<file path="config.mk">
export PLATFORM = sky130hd
export DESIGN_NAME = adsr_multi
export DESIGN_NICKNAME = d
export VERILOG_FILES = /design/src/rtl/adsr_pkg.sv /design/src/rtl/adsr_env_step.sv /design/src/rtl/adsr_multi.sv
export SDC_FILE = /design/constraint.sdc
export NUM_CORES = 2
export LEC_CHECK = 0
export BUFFER_PORTS_ARGS = -buffer_cell sky130_fd_sc_hd__buf_2
export CAP_MARGIN = 20
export CORE_UTILIZATION = 35
export DETAILED_ROUTE_END_ITERATION = 12
export PLACE_DENSITY = 0.55
export SKIP_LAST_GASP = 1
export SLEW_MARGIN = 20
export SYNTH_ARGS = -nofsm -noshare
export SYNTH_HDL_FRONTEND = slang
export SYNTH_HIERARCHICAL = 1
export SYNTH_SLANG_ARGS = --single-unit
</file>
<file path="constraint.sdc">
create_clock -name clk -period 13.3 [get_ports clk]
set_input_delay 2.66 -clock clk [delete_from_list [all_inputs] [get_ports clk]]
set_output_delay 2.66 -clock clk [all_outputs]
set_load 0.02 [all_outputs]
</file>
<file path="src/rtl/adsr_pkg.sv">
// Shared encodings for the multi-voice ADSR envelope generator.
package adsr_pkg;

    typedef enum logic [2:0] {
        ST_IDLE    = 3'd0,
        ST_ATTACK  = 3'd1,
        ST_DECAY   = 3'd2,
        ST_SUSTAIN = 3'd3,
        ST_RELEASE = 3'd4
    } adsr_state_t;

    typedef enum logic [1:0] {
        SEQ_IDLE = 2'd0,
        SEQ_RUN  = 2'd1,
        SEQ_DONE = 2'd2
    } seq_state_t;

    function automatic logic [31:0] env_max(input int w);
        return (32'd1 << w) - 32'd1;
    endfunction

endpackage

</file>
<file path="src/rtl/adsr_env_step.sv">
// One envelope update: gate transition first, then the step of the resulting state.
module adsr_env_step
    import adsr_pkg::*;
#(
    parameter int ENV_W = 16
) (
    input  adsr_state_t      state_i,
    input  logic [ENV_W-1:0] env_i,
    input  logic             gate_i,
    input  logic             gate_prev_i,
    input  logic [ENV_W-1:0] attack_step_i,
    input  logic [ENV_W-1:0] decay_step_i,
    input  logic [ENV_W-1:0] release_step_i,
    input  logic [ENV_W-1:0] sustain_level_i,
    output adsr_state_t      state_o,
    output logic [ENV_W-1:0] env_o
);

    localparam logic [ENV_W-1:0] ENV_MAX = ENV_W'(env_max(ENV_W));

    adsr_state_t    st;
    logic [ENV_W:0] att_sum;
    logic [ENV_W:0] dec_floor;

    always_comb begin
        st = state_i;
        if (gate_i && !gate_prev_i) begin
            st = ST_ATTACK;
        end else if (!gate_i && (st == ST_ATTACK || st == ST_DECAY || st == ST_SUSTAIN)) begin
            st = ST_RELEASE;
        end

        // Both sums carry an extra bit so the clamp/compare never wraps.
        att_sum   = {1'b0, env_i} + {1'b0, attack_step_i};
        dec_floor = {1'b0, sustain_level_i} + {1'b0, decay_step_i};

        state_o = st;
        env_o   = env_i;
        case (st)
            ST_ATTACK: begin
                if (att_sum >= {1'b0, ENV_MAX}) begin
                    env_o   = ENV_MAX;
                    state_o = ST_DECAY;
                end else begin
                    env_o = att_sum[ENV_W-1:0];
                end
            end
            ST_DECAY: begin
                if ({1'b0, env_i} <= dec_floor) begin
                    env_o   = sustain_level_i;
                    state_o = ST_SUSTAIN;
                end else begin
                    env_o = env_i - decay_step_i;
                end
            end
            ST_SUSTAIN: env_o = sustain_level_i;
            ST_RELEASE: begin
                if (env_i <= release_step_i) begin
                    env_o   = '0;
                    state_o = ST_IDLE;
                end else begin
                    env_o = env_i - release_step_i;
                end
            end
            default: begin
                env_o   = '0;
                state_o = ST_IDLE;
            end
        endcase
    end

endmodule

</file>
<file path="src/rtl/adsr_multi.sv">
// Multi-voice ADSR envelope + saturating mixer; voices are updated one per cycle
// through a single envelope-step block and a single multiplier.
module adsr_multi
    import adsr_pkg::*;
#(
    parameter int NUM_CH = 4,
    parameter int WIDTH  = 16,
    parameter int ENV_W  = 16
) (
    input  logic                    clk,
    input  logic                    reset,
    input  logic [NUM_CH*WIDTH-1:0] sample_in,
    input  logic                    in_ready,
    input  logic [NUM_CH-1:0]       gate,
    input  logic [ENV_W-1:0]        attack_step,
    input  logic [ENV_W-1:0]        decay_step,
    input  logic [ENV_W-1:0]        release_step,
    input  logic [ENV_W-1:0]        sustain_level,
    output logic [NUM_CH*WIDTH-1:0] sample_out,
    output logic [WIDTH-1:0]        mix_out,
    output logic                    out_ready,
    output logic                    busy,
    output logic [NUM_CH-1:0]       active,
    output logic                    overrun
);

    localparam int CW    = (NUM_CH > 1) ? $clog2(NUM_CH) : 1;
    localparam int ACC_W = WIDTH + $clog2(NUM_CH);
    localparam int PW    = WIDTH + ENV_W + 1;
    localparam logic [CW-1:0] LAST = CW'(NUM_CH - 1);

    seq_state_t                     seq_q, seq_d;
    logic [CW-1:0]                  idx_q;
    logic [NUM_CH-1:0][WIDTH-1:0]   snap_q, res_q, sample_out_q, out_d;
    logic [NUM_CH-1:0]              gsnap_q, gate_prev_q, active_q, active_d;
    logic [NUM_CH-1:0][ENV_W-1:0]   env_q;
    adsr_state_t                    state_q [NUM_CH];
    logic signed [ACC_W-1:0]        acc_q, acc_d;
    logic [WIDTH-1:0]               mix_q, mix_d;
    logic                           overrun_q;

    logic                           accept, running, last;
    adsr_state_t                    st_nxt;
    logic [ENV_W-1:0]               env_nxt;
    logic signed [PW-1:0]           samp_x, env_x, prod;
    logic signed [WIDTH-1:0]        scaled;
    logic                           prod_unused;

    assign running = (seq_q == SEQ_RUN);
    assign accept  = in_ready && !running;
    assign last    = running && (idx_q == LAST);

    always_comb begin
        seq_d = seq_q;
        case (seq_q)
            SEQ_RUN: if (idx_q == LAST) seq_d = SEQ_DONE;
            default: seq_d = in_ready ? SEQ_RUN : SEQ_IDLE;
        endcase
    end

    adsr_env_step #(.ENV_W(ENV_W)) u_step (
        .state_i        (state_q[idx_q]),
        .env_i          (env_q[idx_q]),
        .gate_i         (gsnap_q[idx_q]),
        .gate_prev_i    (gate_prev_q[idx_q]),
        .attack_step_i  (attack_step),
        .decay_step_i   (decay_step),
        .release_step_i (release_step),
        .sustain_level_i(sustain_level),
        .state_o        (st_nxt),
        .env_o          (env_nxt)
    );

    // Signed sample times zero-extended envelope; taking bits above ENV_W is a floor shift.
    always_comb begin
        samp_x = PW'($signed(snap_q[idx_q]));
        env_x  = $signed(PW'(env_nxt));
        prod   = samp_x * env_x;
        scaled = prod[ENV_W +: WIDTH];
    end
    assign prod_unused = ^{prod[PW-1:ENV_W+WIDTH], prod[ENV_W-1:0]};

    always_comb begin
        acc_d = ((idx_q == '0) ? '0 : acc_q) + ACC_W'(scaled);
        if (acc_d[ACC_W-1:WIDTH-1] == {(ACC_W-WIDTH+1){acc_d[ACC_W-1]}}) begin
            mix_d = acc_d[WIDTH-1:0];
        end else begin
            mix_d = acc_d[ACC_W-1] ? {1'b1, {(WIDTH-1){1'b0}}} : {1'b0, {(WIDTH-1){1'b1}}};
        end
        out_d    = res_q;
        active_d = '0;
        for (int c = 0; c < NUM_CH; c++) begin
            if (CW'(c) == idx_q) begin
                out_d[c]    = scaled;
                active_d[c] = (st_nxt != ST_IDLE);
            end else begin
                active_d[c] = (state_q[c] != ST_IDLE);
            end
        end
    end

    always_ff @(posedge clk or posedge reset) begin
        if (reset) begin
            seq_q        <= SEQ_IDLE;
            idx_q        <= '0;
            snap_q       <= '0;
            gsnap_q      <= '0;
            gate_prev_q  <= '0;
            env_q        <= '0;
            res_q        <= '0;
            acc_q        <= '0;
            sample_out_q <= '0;
            mix_q        <= '0;
            active_q     <= '0;
            overrun_q    <= 1'b0;
            for (int c = 0; c < NUM_CH; c++) state_q[c] <= ST_IDLE;
        end else begin
            seq_q <= seq_d;
            if (in_ready && running) overrun_q <= 1'b1;
            if (accept) begin
                snap_q  <= sample_in;
                gsnap_q <= gate;
                idx_q   <= '0;
            end
            if (running) begin
                state_q[idx_q]     <= st_nxt;
                env_q[idx_q]       <= env_nxt;
                gate_prev_q[idx_q] <= gsnap_q[idx_q];
                res_q[idx_q]       <= scaled;
                acc_q              <= acc_d;
                idx_q              <= idx_q + 1'b1;
                if (last) begin
                    sample_out_q <= out_d;
                    mix_q        <= mix_d;
                    active_q     <= active_d;
                end
            end
        end
    end

    assign sample_out = sample_out_q;
    assign mix_out    = mix_q;
    assign active     = active_q;
    assign out_ready  = (seq_q == SEQ_DONE);
    assign busy       = running;
    assign overrun    = overrun_q;

endmodule

</file>
======== After elaboration in Yosys (flattened, before gate mapping) ========
Index checks and enable logic that the tools add are counted.
storage, ports and cells
  register bits ........................... 319
  output and inout bits ................... 87
  logic and storage cells ................. 125
operators by class
  add/subtract/negate cells ............... 6
  $mul .................................... 1
  order comparisons ....................... 7
  equality and inequality tests ........... 15
  mux-type cells .......................... 47
  bitwise gates (word level) .............. 1
  reduce and logical (&&, ||, !) cells .... 20
operators with widths
  operator              count
  $mux 16               12
  $bwmux 64             2
  $bmux 16 s2           2
  $pmux 16 s4           1
  $add 16x16->17        2
  $demux 16 s2          1
  $mul 16x17->32        1
  $sub 16x16->16        2
  $mux 3                8
  $add 18x18->18        1
  $mux 18               1
  $ge 17x16->1 const B  1
  $le 16x17->1          1
  $le 16x16->1          1
  $reduce_bool 3->1     5
  $bwmux 12             1
  $eq 3x2->1 const B    4
  $pmux 3 s4            1
  $mux 1                8
  $mux 2                4
  $logic_and 1x1->1     7
  $bmux 3 s2            1
  $demux 3 s2           1
  $eq 3x1->1 const B    2
  21 further kinds      27

======== Logic depth before layout (Yosys ltp) ========
  depth after elaboration ................. 16
  mapped depth ............................ 58
  depth with buffers taken out ............ 54

======== Cells and area by module ========
Netlist, hierarchy kept.
by module, submodules not included
  module         times used  cells each  area an instance (um^2)
  adsr_multi     1           2,061       21,904.8
  adsr_env_step  1           529         3,905.0

======== Least setup slack after synthesis ========
No wires, ideal clock.
  kind .................................... input-to-reg
  from .................................... in decay_step[0]
  to ...................................... reg mix_q[0], in the netlist mix_out[0]
  setup time .............................. 0.096 ns
  arrival ................................. 14.828 ns
  setup slack ............................. -1.624 ns
  cell stages on the path ................. 56
  cells stage by stage .................... ha_1 > fa_1 > a211oi_2 > o21a_1 > o21ai_1 > a31oi_4 > o21ai_0 > a21o_1 > a21oi_1 > xor2_1 > ha_1 > nand4_1 > nor4_1 > o31ai_1 > o31ai_1 > nor4_1 > a311oi_2 > buf_6 > [... 20 more ...] > o31a_1 > o21bai_1 > a21oi_1 > o21bai_1 > xnor2_1 > inv_1 > ha_1 > a21o_1 > a21oi_1 > o2bb2ai_1 > o41a_1 > o21ai_0 > or2b_1 > mux2i_1 > xnor2_2 > nor2_2 > buf_6 > o32ai_4
between the ends
  cells in the longest elaborated chain, start to end .. 8
  elaborated cells between the ends (all ways) .. 10
ends and longest elaborated chain
  what                                   line                                RTL
  from (decl)                            adsr_multi.sv:16                    input logic [ENV_W-1:0] decay_step,
  $add 16x16->17                         adsr_env_step.sv:35                 dec_floor = {1'b0, sustain_level_i} + {1'b0, decay_step_i};
  $le 16x17->1                           adsr_env_step.sv:49                 if ({1'b0, env_i} <= dec_floor) begin
  $mux 16 *                              adsr_env_step.sv:49
  $pmux 16 s4 *                          adsr_env_step.sv:39                 case (st)
  named net env_nxt[8]                   adsr_multi.sv:44                    logic [ENV_W-1:0] env_nxt;
  $mul 16x17->32 *                       adsr_multi.sv:78                    prod = samp_x * env_x;
  named net prod[26]                     adsr_multi.sv:45                    logic signed [PW-1:0] samp_x, env_x, prod;
  $add 18x18->18 *                       adsr_multi.sv:84                    acc_d = ((idx_q == '0) ? '0 : acc_q) + ACC_W'(scaled);
  $eq 2x2->1 or $mux 16 (tied branches)  adsr_multi.sv:85, adsr_multi.sv:88
  $mux 16 *                              adsr_multi.sv:85                    if (acc_d[ACC_W-1:WIDTH-1] == {(ACC_W-WIDTH+1){acc_d[ACC_W-1]}}) begin
  to (signal assigned)                   adsr_multi.sv:134                   mix_q <= mix_d;
  to (decl)                              adsr_multi.sv:39                    logic [WIDTH-1:0] mix_q, mix_d;
The timed path passes the listed nets; every way through them passes the cells marked *.
A chain may end at the register's enable or synchronous reset.

======== Worst setup path in the final report ========
Same ends and word-level chain as after synthesis.

==> metrics.md <==
| Metric | Value |
|---|---|
| Status | `complete, but fails checks` |
| Failing checks | `negative setup slack` |
| Largest family of logic cells by synthesized area | `adder cells` |
| CP Class | `primary input to register` |
| Achievable Freq | `69.7 MHz` |
| Post-synthesis net count | `3136` |
| Fill cells | `6933` |
| Final Setup Violations | `26` |
| Placed cell areas | `0.0302 mm²` |
| Adder-cell share of the synthesized area | `25.7%` |
| Register bit total from synthesis | `303` |
| Top_reg_cell synth | `dfrtp_1` |
| WHS Endpoint | `overrun$_DFFE_PP0P_` |
| PnR worst setup slack | `-1.05 ns` |
| R2R depth | `47` |
| Reg2Reg Setup Slack | `1.22 ns` |
| CP most frequent cell | `fa_1` |
| Number of nets in the layout | `3608` |
| GPL Wtd Cong | `0.884` |
| Period utilization | `108%` |
| Metal2 WL | `37400 µm` |
| Routed vias | `20.5k` |
| Simple-Gate Fraction of Synth Area | `13.4%` |
| Top layer in use | `met4` |
| Overall Global Routing Usage | `20.1%` |
| Worst Hold Class | `register to register` |
| # rows | `99` |
| Hpwl dp | `57700 µm` |
| Die W | `274 µm` |
| Root Driver | `clkbuf_16` |
| Maximum clock insertion buffer count | `3` |
| Number of diodes | `0` |
| R2r endpoint | `mix_out[0]$_DFFE_PP0P_` |
| DR iter-0 viols | `1022` |
| # DRC | `0` |
| CP max stage cell | `fa_1` |
| Clk Latency, worst-skew pair | `0.62 ns` |
| Count of different cell masters after synthesis | `102` |
| Worst EP required | `13.79 ns` |
| Worst-path clk slew | `0.06 ns` |
| Total grt overflow | `0` |
| Routed vias/inst | `5.06` |
| First-pass GRT wire length | `119000 µm` |
| Share of layout cells above drive strength 1 | `31.5%` |
| Vias in the first global route | `21.7k` |
| Hold path depth | `1` |
| Num Clock Sinks | `303` |
| Crit path DAT | `14.84 ns` |
| Critical path launch point | `decay_step[0]` |
| Multi-input gate area | `0.0173 mm²` |
| H-tree depth | `1` |
| WL/cell | `18.6 µm` |
| Post-route minimum period | `14.35 ns` |
| Synth Cell Area | `0.0258 mm²` |
| Asr flop ratio synth | `100%` |
| Die area | `0.0748 mm²` |
| Design Area, Final | `0.0321 mm²` |
| Mux contribution to synthesized area | `10.7%` |
| Syn Area/Cell | `9.97 µm²` |
| Die height | `274 µm` |
| Drt pass-1 iters | `6` |
| Skew final | `0.0419 ns` |
| Final Max Tran Viols | `0` |
| MaxCap Viol Count | `0` |
| R2R Path Start | `idx_q[0]$_DFFE_PP0P_` |
| Antenna violations before repair | `2` |
| Worst slew pin tran | `0.912 ns` |
| Post-synthesis xor/xnor area fraction | `3.03%` |
| Ys Warns | `6` |
| Final ANT Viol Nets | `0` |
| Core area | `0.0730 mm²` |
| Post-synthesis sequential area ratio | `29.4%` |
| Num CTS Buffers | `31` |
| Crit path max fanout | `8` |
| Setup crit start kind | `primary input` |
| DRT Wirelength | `75400 µm` |
| Final hold vios | `0` |
| Boundary pin count | `222` |
| CP Capture Type | `register` |
| Sequential Area | `0.00758 mm²` |
| Largest net degree at the start of global routing | `154` |
| Slew headroom | `39.2%` |
| Mapped Cells | `2590` |
| CP max stage delay | `0.53 ns` |
| HP Start | `overrun$_DFFE_PP0P_` |
| Initial core utilization | `35.4%` |
| Synth Area in Compound Gates | `11.2%` |
| Met3 WL post-DR | `3320 µm` |
| Post-synth EDFFs | `0` |
| # port buffers | `221` |
| RSZ-0062 raised after global routing | `yes` |
| CTS tree | `yes` |
| Setup TNS Final | `-19.32 ns` |
| Wl on met1 | `33200 µm` |
| P&R area growth vs syn | `24.5%` |
==> layer usage <==
| layer | global-route usage, % | vias up |
|---|---|---|
| li1 | - | 9613 |
| met1 | 26.5 | 10300 |
| met2 | 34.9 | 448 |
| met3 | 2.46 | 92 |
| met4 | 4.56 | 0 |
| met5 | 0 | - |
==> stage by stage <==
step | instances | hold WS (ns) | utilization, % | worst slack, ns
finish | 4044 | 0.457 | 44.1 | -1.05
global route | 4044 | 0.484 | 44.1 | -1.45
CTS | 4029 | 0.458 | 43.3 | -0.879
global placement | 3955 | 0.435 | 41.3 | -1.97
detailed placement | 3955 | 0.439 | 41.3 | -2.12
floorplan | 2590 | 0.441 | - | -0.953
==> sequential cells by signal, indices dropped and copies added (netlist names), 4 cells and up <==
| register | cells |
|---|---|
| active | 4 |
| mix_out | 16 |
| res_q | 48 |
| env_q | 64 |
| state_q | 12 |
| gate_prev_q | 4 |
| acc_q | 18 |
| sample_out | 64 |
| gsnap_q | 4 |
| snap_q | 64 |
==> logic make-up after synthesis <==
kind of cell	after synthesis
xor gates and xnor gates	86
and+or+nand+nor	723
AOI/OAI and AO/OA	432
muxes	211
buffers and inverters	424
adders and majority gates	411
DFF	303
==> final cells by class <==
cell class,instances,area share (%)
inverter,297,3.53
sequential,303,23.6
clock buffer,46,2.87
clock inverter,10,0.311
multi-input combinational,1863,53.9
timing repair buffer,566,12.0
tap,959,3.73
==> what timing repair did <==
action,CTS,global route
hold buffers,0,0
buffers inserted,18,15
endpoints found under the setup margin,30,31
gates cloned,0,1
hold endpoints to repair,0,0
resized for setup,65,82
pin swaps,35,65
==> Yosys cell counts, types with 5 or more instances <==
library cell    n  share of area, %
a211oi_1        7              0.20
and2_1        116               2.8
nor3_1         20              0.39
and3_1          8              0.19
nand3_1        15              0.29
or2_2           6              0.15
o31ai_1         5              0.15
o21ai_0       162               3.1
ha_1          213                10
dfrtp_1       303                29
a21oi_1        85               1.6
nand2_1       361               5.3
clkbuf_1       93               1.4
nor2b_1        23              0.56
o21a_1         10              0.29
nor3b_1        15              0.44
and4_1          9              0.31
mux2i_1        36               1.4
xor2_1         40               1.4
a22oi_1         5              0.15
nor4_1          6              0.15
mux2_2        138               6.0
a221oi_1       10              0.34
nand4_1        12              0.29
o32ai_2         9              0.57
nand2b_1       18              0.44
or2b_1          7              0.20
buf_6           9              0.39
o21ai_1        10              0.19
fa_1          198                15
a31oi_1        10              0.24
o211ai_1        6              0.17
inv_1         294               4.3
buf_1          18              0.26
a21o_1         41               1.2
o32ai_1         5              0.17
mux4_2         35               3.1
xnor2_1        43               1.5
nor2_1         82               1.2
o21bai_1       10              0.29
==> placed cells by master, fill, tap and decap left out, drive strengths merged, types with 47 or more instances in the layout <==
cell type,Yosys,final
clkbuf,95,47
fa,198,198
o21ai,174,174
mux2,138,138
a21oi,86,86
inv,296,296
and2,121,121
ha,213,213
buf,31,565
nor2,84,84
nand2,363,363
dfrtp,303,303
==> worst max-delay path: cells and delay by family <==
family | cells | cell delay [ns]
multiplexers | 2 | 0.48
buffers and inverters | 8 | 0.94
AND/OR/NAND/NOR | 13 | 2.05
AO/OA/AOI/OAI | 18 | 3.78
adder cells (fa/ha/maj) | 11 | 4.41
XOR/XNOR | 3 | 0.47
==> worst max path at each step <==
stage	end	cells past startpoint	slack, ns
3_5_place_dp	mix_out[10]$_DFFE_PP0P_	54	-2.12
5_1_grt	mix_out[6]$_DFFE_PP0P_	55	-1.45
6_report	mix_out[0]$_DFFE_PP0P_	55	-1.05
4_1_cts	mix_out[11]$_DFFE_PP0P_	55	-0.88
3_3_place_gp	mix_out[11]$_DFFE_PP0P_	53	-1.97
2_1_floorplan	mix_out[6]$_DFFE_PP0P_	54	-0.95
Power is left out: the tool's default activity adds up to more than one toggle a clock period on the data nets, which glitch-free logic cannot reach.
